### config.mk
export PLATFORM = sky130hd
export DESIGN_NAME = key_debouncer_flat
export DESIGN_NICKNAME = d
export VERILOG_FILES = /design/src/rtl/stopwatch_pkg.sv /design/src/rtl/key_debouncer_if.sv /design/src/rtl/sync_2ff.sv /design/src/rtl/key_debouncer.sv /design/src/flat_wrapper.sv
export SDC_FILE = /design/constraint.sdc
export NUM_CORES = 1
export LEC_CHECK = 0
export CORE_MARGIN = 2
export CORE_UTILIZATION = 52
export CTS_CLUSTER_DIAMETER = 80
export DETAILED_ROUTE_END_ITERATION = 10
export PLACE_DENSITY_LB_ADDON = 0.3
export SETUP_SLACK_MARGIN = 0.4
export SYNTH_ARGS = -nofsm -noshare
export SYNTH_HDL_FRONTEND = slang
export SYNTH_SLANG_ARGS = --single-unit
### constraint.sdc
create_clock -name clk -period 2.4 [get_ports clk]
set_input_delay 0.6 -clock clk [delete_from_list [all_inputs] [get_ports clk]]
set_output_delay 0.6 -clock clk [all_outputs]
set_load 0.005 [all_outputs]
### src/rtl/stopwatch_pkg.sv
// Shared stopwatch definitions: key conditioner FSM state encoding.
package stopwatch_pkg;

    // Two-bit encoding; every code is a named state, and the FSM still
    // sends anything unexpected back to ST_IDLE.
    typedef enum logic [1:0] {
        ST_IDLE         = 2'd0,
        ST_PRESS_WAIT   = 2'd1,
        ST_PRESSED      = 2'd2,
        ST_RELEASE_WAIT = 2'd3
    } key_state_t;

endpackage

### src/rtl/key_debouncer_if.sv
// Key conditioner signal bundle: raw pin in, debounced level and event pulses out.
// The event outputs are plain strobes with no handshake. Each pulse is high for
// exactly one clk cycle, and the consumer must sample it on that edge.
// The state field is a read-only debug view of the conditioner FSM.
interface key_debouncer_if;
    import stopwatch_pkg::*;

    logic       key_raw;
    logic       key_level;
    logic       press_pulse;
    logic       release_pulse;
    logic       long_pulse;
    key_state_t state;

    // Board/test side drives the pin and observes the events.
    modport master (
        output key_raw,
        input  key_level, press_pulse, release_pulse, long_pulse, state
    );

    // Conditioner side.
    modport slave (
        input  key_raw,
        output key_level, press_pulse, release_pulse, long_pulse, state
    );

endinterface

### src/rtl/sync_2ff.sv
// Two-stage flip-flop synchroniser for a single asynchronous input bit.
module sync_2ff #(
    parameter logic RESET_VALUE = 1'b0
) (
    input  logic clk,
    input  logic reset,
    input  logic d,
    output logic q
);

    logic meta;

    // Both stages load RESET_VALUE so no false edge appears after reset.
    always_ff @(posedge clk or negedge reset) begin
        if (!reset) begin
            meta <= RESET_VALUE;
            q    <= RESET_VALUE;
        end else begin
            meta <= d;
            q    <= meta;
        end
    end

endmodule

### src/rtl/key_debouncer.sv
// Push-button conditioner: polarity normalise, synchronise, debounce, and emit
// single-cycle press / release / long-press pulses.
module key_debouncer
    import stopwatch_pkg::*;
#(
    parameter int unsigned DEBOUNCE_CYCLES   = 1000,
    parameter int unsigned LONG_PRESS_CYCLES = 50000,
    parameter bit          KEY_ACTIVE_LOW    = 1'b1
) (
    input  logic           clk,
    input  logic           reset,
    key_debouncer_if.slave kif
);

    localparam int CW = $clog2(LONG_PRESS_CYCLES + 1);
    localparam logic [CW-1:0] DEB_LAST  = CW'(DEBOUNCE_CYCLES - 1);
    localparam logic [CW-1:0] HOLD_LAST = CW'(LONG_PRESS_CYCLES - 1);

    logic          key_n;
    logic          key_s;
    key_state_t    state;
    logic [CW-1:0] cnt;        // stability count for the pending level change
    logic [CW-1:0] hold_cnt;   // cycles since press acceptance, saturating
    logic          long_done;  // long_pulse already issued for this hold
    logic          key_level;
    logic          press_pulse;
    logic          release_pulse;
    logic          long_pulse;

    // 1 = pressed from here on, whatever the pin polarity.
    assign key_n = KEY_ACTIVE_LOW ? ~kif.key_raw : kif.key_raw;

    sync_2ff #(.RESET_VALUE(1'b0)) u_sync (
        .clk   (clk),
        .reset (reset),
        .d     (key_n),
        .q     (key_s)
    );

    // Debounce FSM with registered level and pulses. The hold counter keeps
    // running through a release candidate, so a short glitch during a hold
    // neither restarts the long-press timer nor re-arms long_pulse.
    always_ff @(posedge clk or negedge reset) begin
        if (!reset) begin
            state         <= ST_IDLE;
            cnt           <= '0;
            hold_cnt      <= '0;
            long_done     <= 1'b0;
            key_level     <= 1'b0;
            press_pulse   <= 1'b0;
            release_pulse <= 1'b0;
            long_pulse    <= 1'b0;
        end else begin
            press_pulse   <= 1'b0;
            release_pulse <= 1'b0;
            long_pulse    <= 1'b0;

            if ((state == ST_PRESSED || state == ST_RELEASE_WAIT) && hold_cnt != HOLD_LAST)
                hold_cnt <= hold_cnt + CW'(1);

            case (state)
                ST_IDLE: begin
                    if (key_s) begin
                        state <= ST_PRESS_WAIT;
                        cnt   <= CW'(1);
                    end
                end
                ST_PRESS_WAIT: begin
                    if (!key_s) begin
                        state <= ST_IDLE;
                        cnt   <= '0;
                    end else if (cnt == DEB_LAST) begin
                        state       <= ST_PRESSED;
                        key_level   <= 1'b1;
                        press_pulse <= 1'b1;
                        cnt         <= '0;
                        hold_cnt    <= '0;
                        long_done   <= 1'b0;
                    end else begin
                        cnt <= cnt + CW'(1);
                    end
                end
                ST_PRESSED: begin
                    if (!key_s) begin
                        state <= ST_RELEASE_WAIT;
                        cnt   <= CW'(1);
                    end else if (!long_done && hold_cnt == HOLD_LAST) begin
                        long_pulse <= 1'b1;
                        long_done  <= 1'b1;
                    end
                end
                ST_RELEASE_WAIT: begin
                    if (key_s) begin
                        state <= ST_PRESSED;
                        cnt   <= '0;
                    end else if (cnt == DEB_LAST) begin
                        state         <= ST_IDLE;
                        key_level     <= 1'b0;
                        release_pulse <= 1'b1;
                        long_done     <= 1'b0;
                        cnt           <= '0;
                    end else begin
                        cnt <= cnt + CW'(1);
                    end
                end
                default: begin
                    state     <= ST_IDLE;
                    cnt       <= '0;
                    key_level <= 1'b0;
                    long_done <= 1'b0;
                end
            endcase
        end
    end

    assign kif.key_level     = key_level;
    assign kif.press_pulse   = press_pulse;
    assign kif.release_pulse = release_pulse;
    assign kif.long_pulse    = long_pulse;
    assign kif.state         = state;

endmodule
### src/flat_wrapper.sv
// flat-port wrapper written by rule: the top's interface ports become plain ports
module key_debouncer_flat import stopwatch_pkg::*;
#(
    parameter int unsigned DEBOUNCE_CYCLES   = 1000,
    parameter int unsigned LONG_PRESS_CYCLES = 50000,
    parameter bit          KEY_ACTIVE_LOW    = 1'b1
)
  (clk, reset, kif_key_raw, kif_key_level, kif_press_pulse, kif_release_pulse, kif_long_pulse, kif_state);
  key_debouncer_if kif_i ();
  input  logic clk;
  input  logic reset;
  input wire logic [$bits(kif_i.key_raw)-1:0] kif_key_raw;
  output wire logic [$bits(kif_i.key_level)-1:0] kif_key_level;
  output wire logic [$bits(kif_i.press_pulse)-1:0] kif_press_pulse;
  output wire logic [$bits(kif_i.release_pulse)-1:0] kif_release_pulse;
  output wire logic [$bits(kif_i.long_pulse)-1:0] kif_long_pulse;
  output wire logic [$bits(kif_i.state)-1:0] kif_state;
  assign kif_i.key_raw = kif_key_raw;
  assign kif_key_level = kif_i.key_level;
  assign kif_press_pulse = kif_i.press_pulse;
  assign kif_release_pulse = kif_i.release_pulse;
  assign kif_long_pulse = kif_i.long_pulse;
  assign kif_state = kif_i.state;
  key_debouncer #(.DEBOUNCE_CYCLES(DEBOUNCE_CYCLES), .LONG_PRESS_CYCLES(LONG_PRESS_CYCLES), .KEY_ACTIVE_LOW(KEY_ACTIVE_LOW)) u_core (.clk(clk), .reset(reset), .kif(kif_i));
endmodule
==> impl_results.rst, run 1 <==
.. list-table::
   :header-rows: 1

   * - Metric
     - Value
   * - Capturing element type of the critical path
     - register
   * - Crit Reg-Reg Endpoint
     - u_core.hold_cnt[2]
   * - Worst ir drop on vdd
     - 0.0003038 V
   * - Detail Route Antenna Nets
     - 0
   * - Post-synth cell types
     - 43
   * - Antenna cells
     - 0
   * - Most area-hungry cell type in the Yosys netlist
     - sky130_fd_sc_hd__dfrtp_1
   * - Fin cells
     - a little over 300
   * - Worst slack on hold paths
     - between 0.2 and 0.25 ns
   * - Standard-cell rows
     - 23
   * - Via-per-instance ratio
     - about 6.3
   * - Crit-path max cell delay
     - between 0.5 and 0.6 ns
   * - Aggregate negative setup slack
     - 0 ns
   * - Footprint of the flip-flops and latches
     - just over 1000 um^2
   * - Area growth from synthesis to layout
     - 12.72%
   * - Weighted congestion reported at the end of routability-driven placement
     - 0.9284
   * - First-pass GRT wire length
     - 8535 um
   * - Number of global-route vias before repair
     - 1827
   * - Clock tree from TritonCTS
     - done
   * - Fraction of power consumed by the clock network
     - 0.414
   * - Clock H-tree levels
     - 2
   * - Design area
     - around 2500 um^2
   * - Commonest cells after routing, fill and taps aside
     - sky130_fd_sc_hd__dfrtp_1, sky130_fd_sc_hd__nand3_1, sky130_fd_sc_hd__nor2_1, sky130_fd_sc_hd__a31oi_1, sky130_fd_sc_hd__o21ai_0
   * - Source-to-sink clock delay at the later pin of the worst-skew pair
     - between 0.2 and 0.3 ns
   * - CTS Hold Buffers Added
     - 0
   * - Drt drc
     - 0
   * - Relative slew margins
     - 0.6255
   * - Data arrival time of the critical path
     - approximately 2.1 ns
   * - Highest clock frequency the design can meet
     - between 500 and 600 MHz
   * - Final worst clock skew
     - 0.01110 ns
   * - P_leak
     - between 1 and 1.5 nW
   * - Status
     - complete, no violations
   * - Combined area of the multi-input logic cells
     - roughly 1100 um^2
   * - Post-synth ARST share
     - 1.000
   * - Number of synthesized register bits
     - slightly above 40
   * - Drt pass-1 iters
     - 4
   * - Number of buffers inserted during clock tree synthesis
     - 5
   * - Die ar.
     - 4873 um^2
   * - Worst-case reg-to-reg path depth
     - 4
   * - Detailed-route wire length per cell
     - about 16 um
   * - Proportion of synthesized chip area in sequential cells
     - 0.4556
   * - Count of max-cap constraint violations
     - 0
   * - Tot GR Track Use
     - 0.2172
   * - Crit path time final
     - 1.923 ns
   * - Cell type of the slowest stage on the worst timing path
     - sky130_fd_sc_hd__or4b_1
   * - Switch Pwr
     - just over 0.3 mW
   * - Nets in the synthesized netlist
     - roughly 250
   * - Yosys warnings
     - 0
   * - Post-detail-place hpwl
     - 3389 um
   * - Num Clock Sinks
     - a little over 40
   * - Total detailed-routing wirelength
     - approximately 5000 um
   * - CP Cell Sequence
     - or4b_1, or4_4, nand3_1, mux2i_1
   * - Kind of start point of the critical path
     - register
   * - Cell area after synthesis
     - 2252 um^2
   * - Area post-placement
     - between 2000 and 2500 um^2
   * - Worst min-delay path class
     - in -> async
   * - Post-synth EDFFs
     - 0
   * - Per-instance average area after synthesis
     - 9.118 um^2
   * - Post-Place Worst Slack
     - between 0.3 and 0.4 ns
   * - Delay-heaviest family, CP
     - simple AND/OR/NAND/NOR gates
   * - Area fraction of the dominant cell type after synthesis
     - 0.4556
   * - Post-CTS clock slew at the launch and capture registers of the worst setup and hold paths
     - around 0.080 ns
   * - Number of input and output port buffers inserted
     - 8
   * - Logic pwr share
     - 0.056
   * - Share of post-route cells with drive strength above 1
     - 0.1163
   * - Final Slew Violations
     - 0
   * - Post-Syn Instances
     - around 250
   * - Slack of the critical path
     - 0.4769 ns
   * - Placed cell count
     - around 300
   * - Total gr overflow
     - 0
   * - Cell at the root of the clock tree
     - sky130_fd_sc_hd__clkbuf_8
   * - Commonest non-fill, non-tap cell in the layout
     - sky130_fd_sc_hd__dfrtp_1
   * - DIE HEIGHT
     - roughly 70 um
   * - Share of total power consumed by net switching
     - 0.2207
   * - I/O pin count
     - 9
   * - Largest cells by area after synthesis
     - sky130_fd_sc_hd__dfrtp_1, sky130_fd_sc_hd__nand3_1, sky130_fd_sc_hd__a31oi_1
   * - Internal portion of total power
     - between 1 and 1.5 mW
   * - Placeable core region
     - 4086 um^2
   * - Buffers & Inverters on Critical Path
     - 0
   * - Critical path required time
     - 2.61 ns
   * - Via Count
     - 1954
   * - Largest net degree at the start of global routing
     - 22
   * - Slew of the pin with the lowest slew margin
     - about 0.56 ns
   * - Reg-to-reg setup timing slack
     - about 0.48 ns
   * - RSZ-0062 raised after global routing
     - yes
   * - Initial antenna violation count
     - 0
   * - Die extent in x
     - between 60 and 70 um
   * - Final setup violation count
     - 0
   * - Sequential Power Share
     - 0.530
   * - Most used DFF post-synth
     - sky130_fd_sc_hd__dfrtp_1
   * - 1st-iter DRT viols
     - about 220
   * - Ratio of final minimum period to clock period
     - 0.8013
   * - Max clock buf depth
     - 2
   * - Largest driver fanout on the critical path
     - 7
   * - Kind of critical path
     - reg -> reg
   * - Areal power density over the cells
     - around 540 nW/um^2
   * - Filler Cells Inserted
     - 361
   * - Worst r2r src
     - u_core.hold_cnt[5]
   * - Effective utilization at floorplan
     - 0.5511
   * - NumNets Final
     - approximately 260
   * - Total count of hold-check failures in the final report
     - 0
[worst register-to-register path, cell delays in order, from the launching register on]
cell and delay [ns]:
sky130_fd_sc_hd__dfrtp_2 0.45, sky130_fd_sc_hd__or4b_1 0.55, sky130_fd_sc_hd__or4_4 0.52, sky130_fd_sc_hd__nand3_1 0.12, sky130_fd_sc_hd__mux2i_1 0.21
[synth_stat cells (2+ instances only)]
| cell | number |
|---|---|
| sky130_fd_sc_hd__nand3_1 | 22 |
| sky130_fd_sc_hd__nand4_1 | 11 |
| sky130_fd_sc_hd__buf_2 | 3 |
| sky130_fd_sc_hd__ha_1 | 2 |
| sky130_fd_sc_hd__mux2i_1 | 2 |
| sky130_fd_sc_hd__and3_1 | 2 |
| sky130_fd_sc_hd__dfrtp_1 | 41 |
| sky130_fd_sc_hd__or4_1 | 12 |
| sky130_fd_sc_hd__inv_1 | 9 |
| sky130_fd_sc_hd__nand2_1 | 13 |
| sky130_fd_sc_hd__nor2_1 | 16 |
| sky130_fd_sc_hd__nor4_1 | 6 |
| sky130_fd_sc_hd__or3_1 | 9 |
| sky130_fd_sc_hd__xor2_1 | 4 |
| sky130_fd_sc_hd__o21ai_0 | 13 |
| sky130_fd_sc_hd__a21oi_1 | 9 |
| sky130_fd_sc_hd__xnor2_1 | 4 |
| sky130_fd_sc_hd__a31oi_1 | 16 |
| sky130_fd_sc_hd__and2_1 | 3 |
| sky130_fd_sc_hd__nor3_1 | 8 |
| sky130_fd_sc_hd__o31ai_1 | 4 |
| sky130_fd_sc_hd__a22o_1 | 3 |
| sky130_fd_sc_hd__clkbuf_1 | 11 |
| sky130_fd_sc_hd__and4_1 | 5 |
[layout make-up]
class / instances / share of cell area
Multi-Input combinational cell: 182 / 0.4519
Sequential cell: 41 / 0.4051
Timing Repair Buffer: 18 / 0.05914
Clock buffer: 7 / 0.03401
Tap cell: 50 / 0.02464
Inverter: 9 / 0.01331
Clock inverter: 1 / 0.01183
[per-layer routing]
metal | up-vias | global-route usage | share of wire
li1 | 962 | - | -
met5 | - | 0 | 0
met1 | 940 | 0.3062 | 0.45
met3 | 9 | 0.04651 | 0.037
met4 | 0 | 0.06624 | 0.015
met2 | 43 | 0.3365 | 0.50
[how the worst max path moves through the flow]
stage	depth (start not counted)	slack, ns	endpoint	from
5_1_grt	5	0.37	u_core.kif.long_pulse	u_core.hold_cnt[0]
3_3_place_gp	5	0.46	u_core.kif.key_level	u_core.cnt[0]
3_5_place_dp	5	0.38	u_core.kif.key_level	u_core.cnt[0]
4_1_cts	5	0.44	u_core.kif.long_pulse	u_core.hold_cnt[0]
2_1_floorplan	4	0.56	u_core.long_done	u_core.hold_cnt[5]
6_report	4	0.48	u_core.hold_cnt[2]	u_core.hold_cnt[5]
[state kept, by name, summed over array words and instances, names as in the netlist, named ones only]
register	cells
u_core.u_sync.meta	1
u_core.u_sync.q	1
u_core.kif.long_pulse	1
u_core.long_done	1
u_core.kif.release_pulse	1
u_core.kif.press_pulse	1
u_core.kif.state	1
u_core.kif.key_level	1
u_core.cnt	16
u_core.hold_cnt	16
[stage by stage]
step | power (mW) | util
2_1_floorplan | 0.7863 | -
3_3_place_gp | 0.8203 | 0.5808
3_5_place_dp | 0.8224 | 0.5808
4_1_cts | 1.397 | 0.6099
5_1_grt | 1.443 | 0.6212
6_report | 1.381 | 0.6212
[kinds of logic after synthesis]
kind of cell             after synthesis  share of synthesized area
AO/OA/AOI/OAI                         52                     0.1445
XOR/XNOR                               8                    0.03111
adder cells (fa/ha/maj)                2                    0.01111
buffers and inverters                 24                    0.04222
flip-flops                            41                     0.4556
multiplexers                           2                   0.008889
AND/OR/NAND/NOR                      118                     0.3067
[power groups by stage]
stage / combinational (mW) / clock (mW) / sequential [mW]
final: 0.0767 / 0.572 / 0.732
after global routing: 0.0879 / 0.617 / 0.738
after CTS: 0.0770 / 0.588 / 0.732
after detailed placement: 0.0768 / 0 / 0.746
after global placement: 0.0752 / 0 / 0.745
after floorplan: 0.0487 / 0 / 0.738
[what timing repair did]
| item | in CTS | in global routing |
|---|---|---|
| buffers inserted | 0 | 4 |
| gates resized for setup | 2 | 5 |
| pin swaps | 0 | 2 |
| setup endpoints to repair | 3 | 22 |
Note: power is estimated with default switching activity, not from simulation.
==> inputs of run 2 (changes only) <==
clock period = 1.6 ns   (was 2.4 ns; I/O delays follow)
==> run 2 against run 1 <==
Wire length rose by 120%. Sequential power grew 50%. Final area up 47%. The flow now finishes with violations (setup timing). Worst hold slack worse by 0.24 ns.
==> impl_results.rst, run 2 (synthesis gave the netlist of run 1 again) <==
.. list-table::
   :header-rows: 1

   * - Metric
     - Value
   * - Clock H-tree levels
     - 2 (unchanged)
   * - Largest driver fanout on the critical path
     - 5 (-2)
   * - Worst ir drop on vdd
     - 0.0006710 V (+120%)
   * - Highest clock frequency the design can meet
     - 477.5 MHz (-8.2%)
   * - Area growth from synthesis to layout
     - 65.39%
   * - Post-detail-place hpwl
     - 4464 um (+32%)
   * - Kind of critical path
     - reg -> reg
   * - Die extent in x
     - 69.81 um (unchanged)
   * - Die ar.
     - 4873 um^2 (unchanged)
   * - Final Slew Violations
     - 0 (unchanged)
   * - Sequential Power Share
     - 0.498 (-0.032)
   * - NumNets Final
     - 354 (+35%)
   * - Detail Route Antenna Nets
     - 0 (unchanged)
   * - Antenna cells
     - 0 (unchanged)
   * - Share of post-route cells with drive strength above 1
     - 0.5457 (+0.4294)
   * - Area post-placement
     - 2933 um^2 (+24%)
   * - Number of global-route vias before repair
     - 2645 (+45%)
   * - I/O pin count
     - 9 (unchanged)
   * - Clock tree from TritonCTS
     - done
   * - Final worst clock skew
     - 0.01336 ns (+0.002261 ns)
   * - Cell at the root of the clock tree
     - sky130_fd_sc_hd__clkbuf_8
   * - Drt pass-1 iters
     - 5 (+1)
   * - Commonest non-fill, non-tap cell in the layout
     - sky130_fd_sc_hd__buf_4
   * - Max clock buf depth
     - 2 (unchanged)
   * - Worst min-delay path class
     - in -> async
   * - Kind of start point of the critical path
     - register
   * - Placed cell count
     - 355 (+20%)
   * - Internal portion of total power
     - 1.557 mW (+45%)
   * - Fin cells
     - 400 (+30%)
   * - Largest registers
     - u_core.cnt (16), u_core.hold_cnt (16)
   * - Ratio of final minimum period to clock period
     - 1.309 (+0.5075)
   * - Via-per-instance ratio
     - 7.420 (+17%)
   * - Worst-case reg-to-reg path depth
     - 8 (+4)
   * - Crit path time final
     - 2.094 ns (+0.1710 ns)
   * - Placeable core region
     - 4086 um^2 (unchanged)
   * - Weighted congestion reported at the end of routability-driven placement
     - 0.8879 (-4.4%)
   * - Effective utilization at floorplan
     - 0.5511 (unchanged)
   * - Total detailed-routing wirelength
     - 10680 um (+120%)
   * - Switch Pwr
     - 0.6559 mW (+120%)
   * - Slew of the pin with the lowest slew margin
     - 0.5389 ns (-0.02074 ns)
   * - Tot GR Track Use
     - 0.3393 (+0.1220)
   * - RSZ-0062 raised after global routing
     - yes
   * - Post-CTS clock slew at the launch and capture registers of the worst setup and hold paths
     - 0.09 ns (about the same)
   * - Final Power
     - 2.213 mW (+60%)
   * - Drt drc
     - 0 (unchanged)
   * - Data arrival time of the critical path
     - 2.28 ns (+0.15 ns)
   * - Relative slew margins
     - 0.6380 (+0.01244)
   * - Filler Cells Inserted
     - 147 (-59%)
   * - Final setup violation count
     - 39 (+39)
   * - Initial antenna violation count
     - 0 (unchanged)
   * - DIE HEIGHT
     - 69.81 um (unchanged)
   * - P_leak
     - 1.551 nW (+54%)
   * - Design area
     - 3725 um^2 (+47%)
   * - CTS Hold Buffers Added
     - 0 (unchanged)
   * - Via Count
     - 2968 (+52%)
   * - Areal power density over the cells
     - 594.0 nW/um^2 (+9.2%)
   * - Count of max-cap constraint violations
     - 0 (unchanged)
   * - Total count of hold-check failures in the final report
     - 0 (unchanged)
   * - Failing checks
     - setup timing
   * - Fraction of power consumed by the clock network
     - 0.328 (-0.086)
   * - Standard-cell rows
     - 23 (unchanged)
   * - Largest net degree at the start of global routing
     - 26 (+18%)
   * - Slack of the critical path
     - -0.4941 ns (-0.9710 ns)
   * - Status
     - finished with violations
   * - 1st-iter DRT viols
     - 443 (+100%)
   * - Number of buffers inserted during clock tree synthesis
     - 5 (unchanged)
   * - Critical path required time
     - 1.79 ns (-0.82 ns)
   * - Commonest cells after routing, fill and taps aside
     - sky130_fd_sc_hd__buf_4, sky130_fd_sc_hd__dfrtp_1, sky130_fd_sc_hd__buf_6, sky130_fd_sc_hd__nand3_1, sky130_fd_sc_hd__nand2_1
   * - Num Clock Sinks
     - 41 (unchanged)
   * - First-pass GRT wire length
     - 12830 um (+50%)
   * - Capturing element type of the critical path
     - register
   * - Number of input and output port buffers inserted
     - 8 (unchanged)
   * - Source-to-sink clock delay at the later pin of the worst-skew pair
     - 0.32 ns (+0.03 ns)
   * - Detailed-route wire length per cell
     - 26.71 um (+68%)
   * - Share of total power consumed by net switching
     - 0.2964 (+0.07569)
   * - Logic pwr share
     - 0.174 (+0.118)
   * - Total gr overflow
     - 0 (unchanged)
[run 2: cell count changes in the layout (fill, tap and decap cells not counted), moves of 7 or more]
cell / previous run / this run
sky130_fd_sc_hd__a21oi_2: 0 / 8
sky130_fd_sc_hd__or4_4: 1 / 8
sky130_fd_sc_hd__or4_1: 12 / 5
sky130_fd_sc_hd__nand3_2: 0 / 7
sky130_fd_sc_hd__buf_4: 10 / 73
sky130_fd_sc_hd__nor2_1: 16 / 7
sky130_fd_sc_hd__a21oi_1: 9 / 0
sky130_fd_sc_hd__nand3_1: 22 / 14
sky130_fd_sc_hd__buf_6: 0 / 24
[run 2: worst max-delay path: stages, from the launching register on]
cell and delay, ns:
sky130_fd_sc_hd__dfrtp_1 0.45, sky130_fd_sc_hd__ha_4 0.19, sky130_fd_sc_hd__and3b_1 0.23, sky130_fd_sc_hd__buf_4 0.14, sky130_fd_sc_hd__nand4_1 0.22, sky130_fd_sc_hd__buf_6 0.22
sky130_fd_sc_hd__buf_6 0.13, sky130_fd_sc_hd__a31oi_1 0.25, sky130_fd_sc_hd__o21ai_1 0.13
[run 2: routing by layer]
metal	GRT usage	vias up	wire length, um
li1	-	1144	-
met1	0.3985	1384	3506
met2	0.5810	316	4828
met3	0.07267	124	1340
met4	0.1731	0	1007
met5	0	-	0
[run 2: worst paths after layout]
path | endpoint | slack [ns] | start
setup / recovery | u_core.cnt[11] | -0.49 | u_core.cnt[1]
hold / removal | u_core.hold_cnt[15] | 0.006 | reset
setup reg to reg | u_core.cnt[11] | -0.49 | u_core.cnt[1]
hold reg to reg | u_core.u_sync.q | 0.37 | u_core.u_sync.meta
max in group asynchronous | asynchronous set/reset pin | 1.09 | reset
min in group clk | u_core.u_sync.q | 0.37 | u_core.u_sync.meta
[run 2: power groups by stage]
stage,clock network (mW),logic (mW),registers [mW]
after floorplan,0,0.0847,1.11
after global placement,0,0.186,1.11
after detailed placement,0,0.189,1.11
after CTS,0.704,0.277,1.08
after global routing,0.757,0.394,1.10
final,0.726,0.385,1.10
[run 2: final cells by class]
class,instances,area (um^2),share of cell area
inverter,9,33.78,0.009070
sequential,41,1031,0.2768
clock inverter,3,17.52,0.004703
multi-input combinational,183,1550,0.4162
tap,50,62.56,0.01680
clock buffer,5,68.82,0.01847
timing repair buffer,109,960.9,0.2580
[run 2: per-stage QoR]
stage | util | hold WS [ns] | setup WS [ns] | TNS (ns)
after global placement | 0.7177 | 0.3336 | -0.1386 | -1.665
after detailed placement | 0.7177 | 0.3569 | -0.2368 | -3.196
after global routing | 0.9115 | 0.02069 | -0.4104 | -11.91
after CTS | 0.8203 | 0.03060 | -0.1974 | -3.694
after floorplan | - | 0.1044 | -0.1510 | -0.7449
final | 0.9115 | 0.006099 | -0.4941 | -12.67
[run 2: timing repair]
item                                    in CTS  in global routing
pin swaps                                    8                 12
gates resized for setup                     63                 60
endpoints found under the setup margin      45                 45
setup buffers                               23                 11
cloned                                       3                  0
